<file path="src/rtl/serial_subtractor_32.sv">
// Bit-serial two's-complement subtractor: difference = a + ~b + 1,
// DIGIT bits per clock, LSB first, with start/busy/done handshake and
// carryout/overflow/zero flags matching the combinational ripple adder.
`timescale 1ns/1ps

module serial_subtractor_32 #(
  parameter int WIDTH = 32,
  parameter int DIGIT = 1
) (
  input  logic             clk,
  input  logic             rst_n,
  input  logic             start,
  input  logic [WIDTH-1:0] a,
  input  logic [WIDTH-1:0] b,
  output logic             busy,
  output logic             done,
  output logic [WIDTH-1:0] difference,
  output logic             carryout,
  output logic             overflow,
  output logic             zero
);

  localparam int N  = WIDTH / DIGIT;
  localparam int CW = (N > 1) ? $clog2(N) : 1;

  typedef enum logic [1:0] {
    IDLE,
    RUN,
    DONE
  } state_t;

  state_t            state;
  logic [WIDTH-1:0]  a_sh;
  logic [WIDTH-1:0]  b_sh;
  logic [WIDTH-1:0]  res_sh;
  logic              carry;
  logic [CW-1:0]     count;

  logic [DIGIT-1:0]  digit_sum;
  logic              digit_cout;
  logic              digit_cin_msb;
  logic              ripple;
  logic [WIDTH-1:0]  next_res;

  // Ripple-add the low digit of both shift registers plus the stored carry,
  // remembering the carry that enters the top bit of the digit so the final
  // digit can supply carry-into-MSB for the overflow flag.
  always_comb begin
    ripple        = carry;
    digit_sum     = '0;
    digit_cin_msb = 1'b0;
    for (int i = 0; i < DIGIT; i++) begin
      if (i == DIGIT - 1) digit_cin_msb = ripple;
      digit_sum[i] = a_sh[i] ^ b_sh[i] ^ ripple;
      ripple       = (a_sh[i] & b_sh[i]) | (ripple & (a_sh[i] ^ b_sh[i]));
    end
    digit_cout = ripple;
  end

  // Sum digits enter at the top so after N steps the first digit sits at the LSB.
  assign next_res = {digit_sum, res_sh[WIDTH-1:DIGIT]};

  // Control FSM plus datapath registers; all outputs are registered here.
  always_ff @(posedge clk or negedge rst_n) begin
    if (!rst_n) begin
      state      <= IDLE;
      a_sh       <= '0;
      b_sh       <= '0;
      res_sh     <= '0;
      carry      <= 1'b0;
      count      <= '0;
      busy       <= 1'b0;
      done       <= 1'b0;
      difference <= '0;
      carryout   <= 1'b0;
      overflow   <= 1'b0;
      zero       <= 1'b0;
    end else begin
      case (state)
        IDLE: begin
          done <= 1'b0;
          if (start) begin
            a_sh   <= a;
            b_sh   <= ~b;
            res_sh <= '0;
            carry  <= 1'b1;
            count  <= '0;
            busy   <= 1'b1;
            state  <= RUN;
          end
        end
        RUN: begin
          a_sh   <= a_sh >> DIGIT;
          b_sh   <= b_sh >> DIGIT;
          res_sh <= next_res;
          carry  <= digit_cout;
          count  <= count + CW'(1);
          if (count == CW'(N - 1)) begin
            state      <= DONE;
            busy       <= 1'b0;
            done       <= 1'b1;
            difference <= next_res;
            carryout   <= digit_cout;
            overflow   <= digit_cout ^ digit_cin_msb;
            zero       <= ~|next_res;
          end
        end
        DONE: begin
          done  <= 1'b0;
          state <= IDLE;
        end
        default: begin
          state <= IDLE;
          busy  <= 1'b0;
          done  <= 1'b0;
        end
      endcase
    end
  end

endmodule
</file>
<file path="config.mk">
export PLATFORM = sky130hd
export DESIGN_NAME = serial_subtractor_32
export DESIGN_NICKNAME = d
export VERILOG_FILES = /design/src/rtl/serial_subtractor_32.sv
export SDC_FILE = /design/constraint.sdc
export NUM_CORES = 1
export LEC_CHECK = 0
export BUFFER_PORTS_ARGS = -buffer_cell sky130_fd_sc_hd__buf_2
export CORE_MARGIN = 4
export CORE_UTILIZATION = 40
export DETAILED_ROUTE_END_ITERATION = 10
export REMOVE_ABC_BUFFERS = 1
export SETUP_SLACK_MARGIN = 0.15
export SKIP_LAST_GASP = 1
export SLEW_MARGIN = 20
export SYNTH_ARGS = -nofsm -noshare
export SYNTH_HDL_FRONTEND = slang
export SYNTH_SLANG_ARGS = --single-unit
</file>
<file path="constraint.sdc">
create_clock -name clk -period 1.75 [get_ports clk]
set_input_delay 0.2625 -clock clk [delete_from_list [all_inputs] [get_ports clk]]
set_output_delay 0.2625 -clock clk [all_outputs]
set_load 0.1 [all_outputs]
</file>
After elaboration in Yosys (flattened, before gate mapping)
Cells that the tools add are included.
{ "totals": {"regBits": 141, "latch_bits": 0, "ramBits": 0, "romBits": 0, "in_bits": 67, "output_inout_bits": 37, "wordCells": 51, "memories": 0} }
{ "classes": {"add_sub_neg": 1, "multipliers": 0, "n_div": 0, "order_cmp": 0, "n_eq_ne": 5, "n_shift": 0, "mux": 17, "bitwise": 8, "reduce_logical": 8} }
{ "ops": {"columns": ["operator", "count"], "rows": [
  ["case mux 32 bit (2 select lines)", 3],
  ["2-to-1 mux 32 bit", 3],
  ["NOT 32 bit", 1],
  ["OR reduction 32 bit", 1],
  ["case mux 5 bit (2 select lines)", 1],
  ["AND reduction 2 bit", 3],
  ["adder 5 x 1 -> 5 bit, second input constant", 1],
  ["== test 5 bit, second input constant", 1],
  ["2-to-1 mux 5 bit", 1],
  ["2-to-1 mux 1 bit", 4],
  ["2-to-1 mux 2 bit", 2],
  ["inequality test 2 bit, second input constant", 2],
  ["case mux 2 bit (2 select lines)", 1],
  ["case mux 1 bit (3 select lines)", 1],
  ["AND reduction 3 bit", 1],
  ["XOR 1 bit", 3],
  ["bitwise AND 1 bit", 2],
  ["== test 2 x 1 -> 1 bit, second input constant", 1],
  ["== test 2 bit, second input constant", 1],
  ["zero test 2 bit", 1],
  ["case mux 1 bit (2 select lines)", 1],
  ["nonzero test 2 bit", 1],
  ["zero test 1 bit", 1],
  ["NOT 1 bit", 1],
  ["OR 1 bit", 1]
]} }

Logic depth before layout (Yosys ltp)
{ "logic_depth": {"word_depth": 4, "mapped_depth": 8, "depth_no_buf": 6} }

Least setup slack after synthesis
Ideal clock, no wire load.
{ "synth_timing": {"path_type": "reg2reg", "start": "register count[0]", "end": "register difference[26]", "setup_time_ns": 0.125, "arrival_time_ns": 1.656, "required_ns": 1.625, "setup_slack_ns": -0.032, "path_stages_with_launch": 8, "path_buffers": 2, "period_less_slack_ns": 1.782, "path_cell_list": "dfrtp_1 -> ha_1 -> and3_1 -> ha_1 -> nand3b_4 -> buf_6 -> buf_6 -> mux2_4"} }
{ "synth_via": {"elab_chain_cells": 2} }
{ "synth_rtl": {"columns": ["item", "line_no", "source"], "rows": [
  ["start, declared", "37", "logic [CW-1:0] count;"],
  ["start signal, assigned", "97", "count <= count + CW'(1);"],
  ["== test 5 bit", "98", "if (count == CW'(N - 1)) begin"],
  ["AND reduction 2 bit (no source line)", null, null],
  ["end signal, assigned", "102", "difference <= next_res;"],
  ["end, declared", "17", "output logic [WIDTH-1:0] difference,"]
]} }
No other way between the ends.
A chain may end at the register's enable or synchronous reset.

Final worst setup path
{ "layout_timing": {"start": "register count[0]", "end": "register difference[10]"} }
The elaborated chain is that of the path after synthesis.

==> out/qor.yml <==
timing:
  relSlewSlack: 0.657
  tns_ns: 0
  finalCritPeriodShare: 0.951
  slew_viol_final: 0
  worst_pin_slew_ns: 0.518
  finalClockSkew_ns: 0.00581
  hold_violations: 0
  rsz0062_at_grt: "true"
  fmaxAchievable_mhz: 601
  final.min_clock_period_ns: 1.66
  setup_viol: 0
  holdWs_ns: 0.0395
global_route:
  grt_pass1_vias: 4304
  grt_overflow: 0
  grt_usage: 0.166
  antenna_found_initial: 3
  grt_pass1_wl_um: 21800
  grt_max_degree: 48
synth:
  synth_warnings: 0
  synth_top_cell_by_area: "dfrtp_1"
  async_flop_share: 1.00
  synth_area_um2: 5830
  synth_flop_cell: "dfrtp_1"
  ys_types: 32
  netlist_top_cells_area: "dfrtp_1, mux2_2, a22oi_1"
  seq_area_frac_synth: 0.601
  netlist.area_leader.share: 0.601
  synth_edf_count: 0
  synthCells: 488
  synth_seq_cells: 140
  synth_area_per_cell_um2: 11.9
detailed_routing:
  drt-pass1-iter-count: 5
  via_per_inst: 5.36
  vias: 4281
  drc: 0
  drt-initial-drc-count: 340
  wl_per_cell_um: 16.4
  ant_nets: 0
  wirelength_um: 13100
cells_and_area:
  n_antenna_cell: 0
  drive_gt1_frac: 0.340
  design_area_um2: 7470
  nNetsFinal: 675
  syn_to_final_growth_pct: 28.2
  final_common_cell: "dfrtp_1"
  fillers: 1222
  layout.cells.most_common_list: "dfrtp_1, buf_2, nand2_1"
cts:
  htreeDepth: 4
  insertion_delay_ns: 0.41
  clock_sinks: 140
  cts_tree: "built"
  clk_path_buf_depth: 2
  cts_buffers: 17
  clkTransAtPathRegs_ns: 0.05
  root_buffer: "clkbuf_16"
floorplan:
  die_x_um: 129
  rows: 43
  coreArea_um2: 14100
  initial_core_util: 0.413
  io_pins: 104
  dieHeight_um: 129
  die_area_um2: 16600
setup_path:
  crit_fanout: 10
  required_ns: 2.04
  cp_top_family: "flip-flops"
  critical_path.cell_chain: "ha_2 > and3_4 > ha_4 > nand3b_4 > buf_12 > mux2_2"
  slowest_delay_ns: 0.38
  cp-end-kind: "register"
  critPathLaunchType: "register"
  crit_buf_inv: 1
  crit_arrival_ns: 1.95
  crit_path_top_delay_cell: "dfrtp_1"
  critPathKind: "register to register"
place:
  portBuffers: 103
  place_area_um2: 6680
  gp_congestion: 0.797
  dp_hpwl_um: 8830
pwr:
  irDropWorstVdd_mv: 0.812
  p_per_area_nw_per_um2: 1950
  leakage_nw: 3.62
outcome:
  outcome: "completed"
worst_hold_path:
  hp-class: "primary input to register"
run:
  cap_violations: 0
-- repair_timing --
action                                  in CTS  in global routing
buffers inserted                             2                  5
hold buffers                                 1                  0
gates resized for setup                     14                  5
endpoints found under the hold margin       44                  0
cloned                                       1                  0
pin swaps                                    0                  2
endpoints found under the setup margin      34                 51
-- synth_stat cells, types with 6 or more instances --
| cell | count |
|---|---|
| buf_2 | 25 |
| o21ai_1 | 27 |
| a22o_1 | 34 |
| nor2_1 | 6 |
| a22oi_1 | 40 |
| o21ai_0 | 41 |
| dfrtp_1 | 140 |
| clkbuf_1 | 9 |
| nand2_1 | 60 |
| a2bb2oi_1 | 32 |
| mux2_2 | 30 |
| nor4_1 | 8 |
-- cell families after synthesis --
family	synth area share
AO/OA/AOI/OAI	0.217
XOR/XNOR	0.00150
adder cells (fa/ha/maj)	0.00773
buffers and inverters	0.0402
flip-flops	0.601
multiplexers	0.0657
AND/OR/NAND/NOR	0.0668
-- registers in the layout, summed over array words and instances, names as in the netlist --
name,flops
difference,32
a_sh,32
zero,1
overflow,1
count,5
busy,1
done,1
carry,1
state,2
b_sh,32
res_sh,31
carryout,1
-- metrics by stage --
| step | std cells | power, mW | setup slack (ns) | util |
|---|---|---|---|---|
| 3_3_place_gp | 757 | 10.5 | 0.0412 | 0.474 |
| 6_report | 798 | 14.5 | 0.0863 | 0.530 |
| 3_5_place_dp | 757 | 10.7 | 0.00971 | 0.474 |
| 2_1_floorplan | 447 | 9.24 | -3.11 | - |
| 4_1_cts | 793 | 14.6 | 0.0719 | 0.525 |
| 5_1_grt | 798 | 15.4 | 0.0270 | 0.530 |
-- worst paths after layout --
| path | slack, ns | startpoint | depth (start not counted) | to |
|---|---|---|---|---|
| worst max-delay path | 0.09 | count[0]$_DFFE_PN0P_ | 6 | difference[10]$_DFFE_PN0P_ |
| worst min-delay path | 0.04 | b[31] | 2 | b_sh[31]$_DFFE_PN0P_ |
| worst max register to register | 0.09 | count[0]$_DFFE_PN0P_ | 6 | difference[10]$_DFFE_PN0P_ |
| worst min register to register | 0.48 | b_sh[4]$_DFFE_PN0P_ | 2 | b_sh[4]$_DFFE_PN0P_ |
| max in group asynchronous | 0.79 | rst_n | 3 | state[0]$_DFFE_PN0P_ |
| min in group asynchronous | 0.36 | rst_n | 2 | difference[23]$_DFFE_PN0P_ |
-- worst reg2reg max path: stages, from the launching register on --
cell      delay [ns]
dfrtp_1         0.38
ha_2            0.19
and3_4          0.18
ha_4            0.16
nand3b_4        0.14
buf_12          0.16
mux2_2          0.34
-- power by group --
group	total (mW)	switching, mW	leakage, nW	internal [mW]
Clock	3.75	1.26	0.305	2.49
Combinational	5.43	3.60	1.47	1.83
Sequential	5.37	0.916	1.85	4.45
Total	14.5	5.78	3.62	8.77
-- layout make-up --
cell class	count	area, um^2	share of cell area
sequential	140	3510	0.469
inverter	3	11.3	0.00151
timing repair buffer	139	938	0.126
clock inverter	7	135	0.0181
clock buffer	25	485	0.0650
multi-input combinational	304	2170	0.290
tap	180	225	0.0302
-- metal layers --
layer / global-route usage / routed length, um / part of all wire
met1: 0.231 / 6030 / 0.46
met2: 0.238 / 6010 / 0.46
met3: 0.0722 / 913 / 0.070
met4: 0.0494 / 112 / 0.0085
met5: 0 / 27 / 0.0021
Power figures use the tool's default switching activity.
